$ cat src/rtl/context_swap_unit.sv
// Context switch sequencer: saves the register file to the outgoing context's
// memory region, then reloads it from the incoming one. Optional macro CTX_SKIP_R0_EN.
module context_swap_unit #(
  parameter int NUM_REGS  = 32,
  parameter int DATA_W    = 32,
  parameter int ADDR_W    = 32,
  parameter int CTX_W     = 2,
  parameter int BASE_ADDR = 0
) (
  input  logic                        clk,
  input  logic                        rst_n,
  input  logic                        i_start,
  input  logic [CTX_W-1:0]            i_ctx_save,
  input  logic [CTX_W-1:0]            i_ctx_load,
  output logic                        o_busy,
  output logic                        o_done,
  output logic [$clog2(NUM_REGS)-1:0] o_rf_raddr,
  input  logic [DATA_W-1:0]           i_rf_rdata,
  output logic                        o_rf_we,
  output logic [$clog2(NUM_REGS)-1:0] o_rf_waddr,
  output logic [DATA_W-1:0]           o_rf_wdata,
  output logic [ADDR_W-1:0]           o_mem_endereco,
  output logic [DATA_W-1:0]           o_mem_dado_escrita,
  output logic                        o_mem_escrita,
  output logic [CTX_W-1:0]            o_mem_contexto,
  input  logic [DATA_W-1:0]           i_mem_dado_saida
);

  // state | meaning
  // IDLE  | waiting for start, all outputs low
  // SAVE  | write rf[i] to the outgoing context, one register per cycle
  // LOAD  | read incoming context; write back to rf one step later
  // DONE  | one-cycle completion pulse

  localparam int IW = $clog2(NUM_REGS);
  localparam int CW = IW + 1;
`ifdef CTX_SKIP_R0_EN
  localparam int FIRST = 1;
`else
  localparam int FIRST = 0;
`endif

  localparam logic [CW-1:0] IDX_FIRST = CW'(FIRST);
  localparam logic [CW-1:0] IDX_LAST  = CW'(NUM_REGS - 1);
  localparam logic [CW-1:0] IDX_END   = CW'(NUM_REGS);
  localparam logic [CW-1:0] IDX_ONE   = CW'(1);

  typedef enum logic [1:0] {
    S_IDLE = 2'd0,
    S_SAVE = 2'd1,
    S_LOAD = 2'd2,
    S_DONE = 2'd3
  } state_t;

  state_t              r_state;
  state_t              w_state_nxt;
  logic [CW-1:0]       r_idx;
  logic [CW-1:0]       w_idx_nxt;
  logic [CTX_W-1:0]    r_ctx_save;
  logic [CTX_W-1:0]    r_ctx_load;
  logic                w_accept;
  logic [ADDR_W-1:0]   w_mem_addr;

  assign w_mem_addr = ADDR_W'(BASE_ADDR) + ADDR_W'(r_idx);

  always_ff @(posedge clk or negedge rst_n) begin
    if (!rst_n) begin
      r_state <= S_IDLE;
    end else begin
      r_state <= w_state_nxt;
    end
  end

  // Contexts are captured only on acceptance so input changes mid-swap are harmless.
  always_ff @(posedge clk or negedge rst_n) begin
    if (!rst_n) begin
      r_idx      <= '0;
      r_ctx_save <= '0;
      r_ctx_load <= '0;
    end else begin
      r_idx <= w_idx_nxt;
      if (w_accept) begin
        r_ctx_save <= i_ctx_save;
        r_ctx_load <= i_ctx_load;
      end
    end
  end

  always_comb begin
    w_state_nxt = r_state;
    w_idx_nxt   = r_idx;
    w_accept    = 1'b0;
    case (r_state)
      S_IDLE: begin
        if (i_start) begin
          w_accept    = 1'b1;
          w_idx_nxt   = IDX_FIRST;
          w_state_nxt = S_SAVE;
        end
      end
      S_SAVE: begin
        if (r_idx == IDX_LAST) begin
          w_idx_nxt   = IDX_FIRST;
          w_state_nxt = S_LOAD;
        end else begin
          w_idx_nxt = r_idx + IDX_ONE;
        end
      end
      S_LOAD: begin
        if (r_idx == IDX_END) begin
          w_idx_nxt   = IDX_FIRST;
          w_state_nxt = S_DONE;
        end else begin
          w_idx_nxt = r_idx + IDX_ONE;
        end
      end
      S_DONE: begin
        w_state_nxt = S_IDLE;
      end
      default: begin
        w_state_nxt = S_IDLE;
      end
    endcase
  end

  always_comb begin
    o_busy             = 1'b0;
    o_done             = 1'b0;
    o_rf_raddr         = '0;
    o_rf_we            = 1'b0;
    o_rf_waddr         = '0;
    o_rf_wdata         = '0;
    o_mem_endereco     = '0;
    o_mem_dado_escrita = '0;
    o_mem_escrita      = 1'b0;
    o_mem_contexto     = '0;
    case (r_state)
      S_SAVE: begin
        o_busy             = 1'b1;
        o_rf_raddr         = IW'(r_idx);
        o_mem_escrita      = 1'b1;
        o_mem_endereco     = w_mem_addr;
        o_mem_dado_escrita = i_rf_rdata;
        o_mem_contexto     = r_ctx_save;
      end
      S_LOAD: begin
        o_busy = 1'b1;
        if (r_idx < IDX_END) begin
          o_mem_endereco = w_mem_addr;
          o_mem_contexto = r_ctx_load;
        end
        // Read data for step j-1 arrives now; the first step has nothing to capture.
        if (r_idx > IDX_FIRST) begin
          o_rf_we    = 1'b1;
          o_rf_waddr = IW'(r_idx - IDX_ONE);
          o_rf_wdata = i_mem_dado_saida;
        end
      end
      S_DONE: begin
        o_busy = 1'b1;
        o_done = 1'b1;
      end
      default: begin
      end
    endcase
  end

endmodule

$ cat config.mk
export PLATFORM = sky130hd
export DESIGN_NAME = context_swap_unit
export DESIGN_NICKNAME = d
export VERILOG_FILES = /design/src/rtl/context_swap_unit.sv
export SDC_FILE = /design/constraint.sdc
export NUM_CORES = 1
export LEC_CHECK = 0
export CELL_PAD_IN_SITES_DETAIL_PLACEMENT = 1
export CELL_PAD_IN_SITES_GLOBAL_PLACEMENT = 1
export CORE_MARGIN = 3
export CORE_UTILIZATION = 17
export CTS_CLUSTER_DIAMETER = 150
export DETAILED_ROUTE_END_ITERATION = 12
export PLACE_DENSITY = 0.93
export SLEW_MARGIN = 10
export SYNTH_ARGS = -nofsm -noshare
export SYNTH_HDL_FRONTEND = slang
export SYNTH_SLANG_ARGS = --single-unit
export TNS_END_PERCENT = 5
$ cat constraint.sdc
create_clock -name clk -period 2.74 [get_ports clk]
set_input_delay 0.411 -clock clk [delete_from_list [all_inputs] [get_ports clk]]
set_output_delay 0.411 -clock clk [all_outputs]
set_load 0.02 [all_outputs]
==> reports/results.ini, run 1 <==
[run_status]
outcome = completed

[global_routing]
grtUsageTotal_pct = 11.6
grt_pass1_vias = 1842
grt_pass1_wl_mm = 9.67
grt_max_degree = 36
antenna_found_initial = 0
grt.overflow.total = 0

[logic_synthesis]
synth_most_common_cell = and2_1
synthArstFlopShare_pct = 100
synth_area_leader_cell = and2_1
ys.flop_type = dfrtp_1
yosys_register_bits = 12
synth_top_family_by_area = simple AND/OR/NAND/NOR gates
ys.warnings.count = 0
ys_top_cells_by_area = and2_1, dfrtp_1, buf_4
yosys.area_share.xor_xnor_pct = 3.40
avgSynthCellArea_sq_um = 7.98
synth.distinct_cells = 31
yosysSeqAreaShare_pct = 19.4
synth.mux.area_fraction_pct = 5.01
syn_inst = 194
synthTopCellsByCount = and2_1, buf_4, dfrtp_1, nor2_1, inv_1
synth-simple-area-share_pct = 37.9
synth-edff-count = 0
yosys.area_share.adder_pct = 6.47
synth.cell_area_sq_mm = 0.00155
netlist.area_leader.share_pct = 28.3
synth-compound-area-share_pct = 8.16

[job]
drv_cap = 0

[floorplanning]
initial_core_util_pct = 17.7
die_w_microns = 101
core_area_sq_mm = 0.00876
die-area_sq_mm = 0.0103
num_io_pins = 183
die_h_microns = 101
fp-row-count = 34

[cts]
cts_htree_levels = 1
cts_setup_buffers = 0
insertion_delay_ns = 0.25
cts_tree = done
cts_sinks = 12
clock_path_buffers = 2
cts_buffers = 3
hold_buffers = 0
path_clk_slew_ns = 0.06
root_buffer = clkbuf_8

[timing]
rsz0062_at_grt = no
max-slew-margin-rel_pct = 61.2
slew_viol_final = 0
max_freq_mhz = 375
final-hold-violation-count = 0
clock_skew_ns = 0.00287
timing.final.crit_share_pct = 97.2
fin_crit_ns = 2.66
tightest_slew_ns = 0.581
setup_viol = 0
fin_setup_tns_ns = 0

[route]
drt-total-wl_mm = 6.61
viasPerCell = 3.91
dr.pass1.iters = 4
drt-initial-drc-count = 25
route.detailed.drc = 0
wire_per_inst_microns = 14.3
vias = 1808
postRouteAntennaNets = 0

[finish]
drive_gt1_share_pct = 7.63
area_growth_syn_to_layout_pct = 105
design_area_sq_mm = 0.00317
antenna_cells = 0
fin_nets = 434
fin_util_pct = 36.2

[worst_setup_path]
r2r_start = r_idx[1]
max_stage_delay_ns = 0.51
critPathCaptureType = primary output
path_cells = inv_1 -> ha_1 -> or4b_4 -> o21ai_4 -> inv_6 -> and2_1 -> dlygate4sd2_1
cp.arrival_ns = 2.25
startpoint = r_idx[1]
crit_type = reg -> out
cp.required_ns = 2.33
crit_path_start_kind = flop
slowest_stage = or4b_4
path_max_fanout = 33

[placement]
dpl_cell_area_sq_mm = 0.00315
port-buffer-count = 156
finalWeightedCongestion = 0.877
place_hpwl_mm = 5.75

[power]
p_leak_nw = 1.48
power_density_mw_per_mm2 = 767
vdd_drop_max_mv = 0.374

[hold_path]
min_from = r_ctx_save[1]
hp-class = reg -> reg

per-layer routing:
layer	global-route usage, %	routed length (microns)	vias to the layer above	part of all wire, %
met4	2.56	67	0	1.0
met5	0	0	-	0
met1	12.7	2310	852	35
met3	1.52	426	6	6.4
met2	23.4	3810	76	58
li1	-	-	874	-
repair_timing:
action | CTS | global route
endpoints found under the setup margin | 43 | 8
resized for setup | 40 | 4
cloned | 0 | 0
per-stage QoR:
step                      instances  total power [mW]  hold slack [ns]  worst slack [ns]
after floorplan                 219              1.45            0.115             0.554
after global placement          458              2.24            0.500             0.166
after detailed placement        458              2.31            0.496           0.00597
after CTS                       462              2.45            0.509            0.0263
after global routing            462              2.62            0.517          0.000443
final                           462              2.43            0.508            0.0758
cell families after synthesis:
kind of cell / Yosys count
and+or+nand+nor: 99
buffers and inverters: 45
AOI/OAI and AO/OA: 16
DFF: 12
adders and majority gates: 8
muxes: 7
xor gates and xnor gates: 6
other: 1
final timing paths:
check / depth (start not counted) / slack [ns] / to
max in group asynchronous: 1 / 1.82 / r_idx[4]
setup / recovery: 7 / 0.08 / o_rf_wdata[22]
hold / removal: 1 / 0.51 / r_ctx_save[1]
hold reg to reg: 1 / 0.51 / r_ctx_save[1]
setup reg to reg: 6 / 0.73 / r_state[1]
min in group asynchronous: 1 / 0.54 / r_idx[5]
placed cells by master, fill, tap and decap left out, types with 2 or more instances in the layout:
master,synthesis,final
a21oi_1,4,4
a22oi_1,2,2
and2_1,70,70
buf_4,27,9
clkbuf_8,0,4
clkdlybuf4s50_1,0,118
conb_1,1,26
dfrtp_1,12,12
dlygate4sd2_1,0,38
ha_1,8,8
inv_1,9,9
mux2_2,5,5
nand2_1,6,6
nand3_1,2,2
nor2_1,12,12
nor2b_1,4,3
nor3_1,2,2
o21ai_0,3,2
o21ai_2,1,2
xnor2_1,6,6
worst max-delay path: cells and delay by family, from the launching register on:
| kind | cells | cell delay [ns] |
|---|---|---|
| buf+inv | 3 | 0.56 |
| fa+ha+maj | 1 | 0.17 |
| simple gates | 2 | 0.69 |
| flops | 1 | 0.38 |
| compound gates | 1 | 0.20 |
cell type report:
class | count | area [sq um]
Tap cell | 108 | 135
Multi-Input combinational cell | 162 | 1050
Fill cell | 1050 | 5590
Clock buffer | 4 | 55.1
Inverter | 10 | 42.5
Sequential cell | 12 | 300
Timing Repair Buffer | 166 | 1590
where the power goes:
group	internal [mW]	switching [mW]
sequential	0.238	0.0392
clock	0.127	0.0707
combinational	0.898	1.06
total	1.26	1.17
flip-flops by register name, indices dropped and copies added, names as in the netlist:
register / count
r_state: 2
r_ctx_load: 2
r_ctx_save: 2
r_idx: 6
Power figures use the tool's default switching activity.
==> inputs of run 2 (changes only) <==
--- a/config.mk
+++ b/config.mk
@@ -5,6 +5,7 @@
 export SDC_FILE = /design/constraint.sdc
 export NUM_CORES = 1
 export LEC_CHECK = 0
+export ABC_CLOCK_PERIOD_IN_PS = 2740
 export CELL_PAD_IN_SITES_DETAIL_PLACEMENT = 1
 export CELL_PAD_IN_SITES_GLOBAL_PLACEMENT = 1
 export CORE_MARGIN = 3
==> results of run 2 <==
Same layout as run 1: the final DEF is identical, and so are final timing and power.
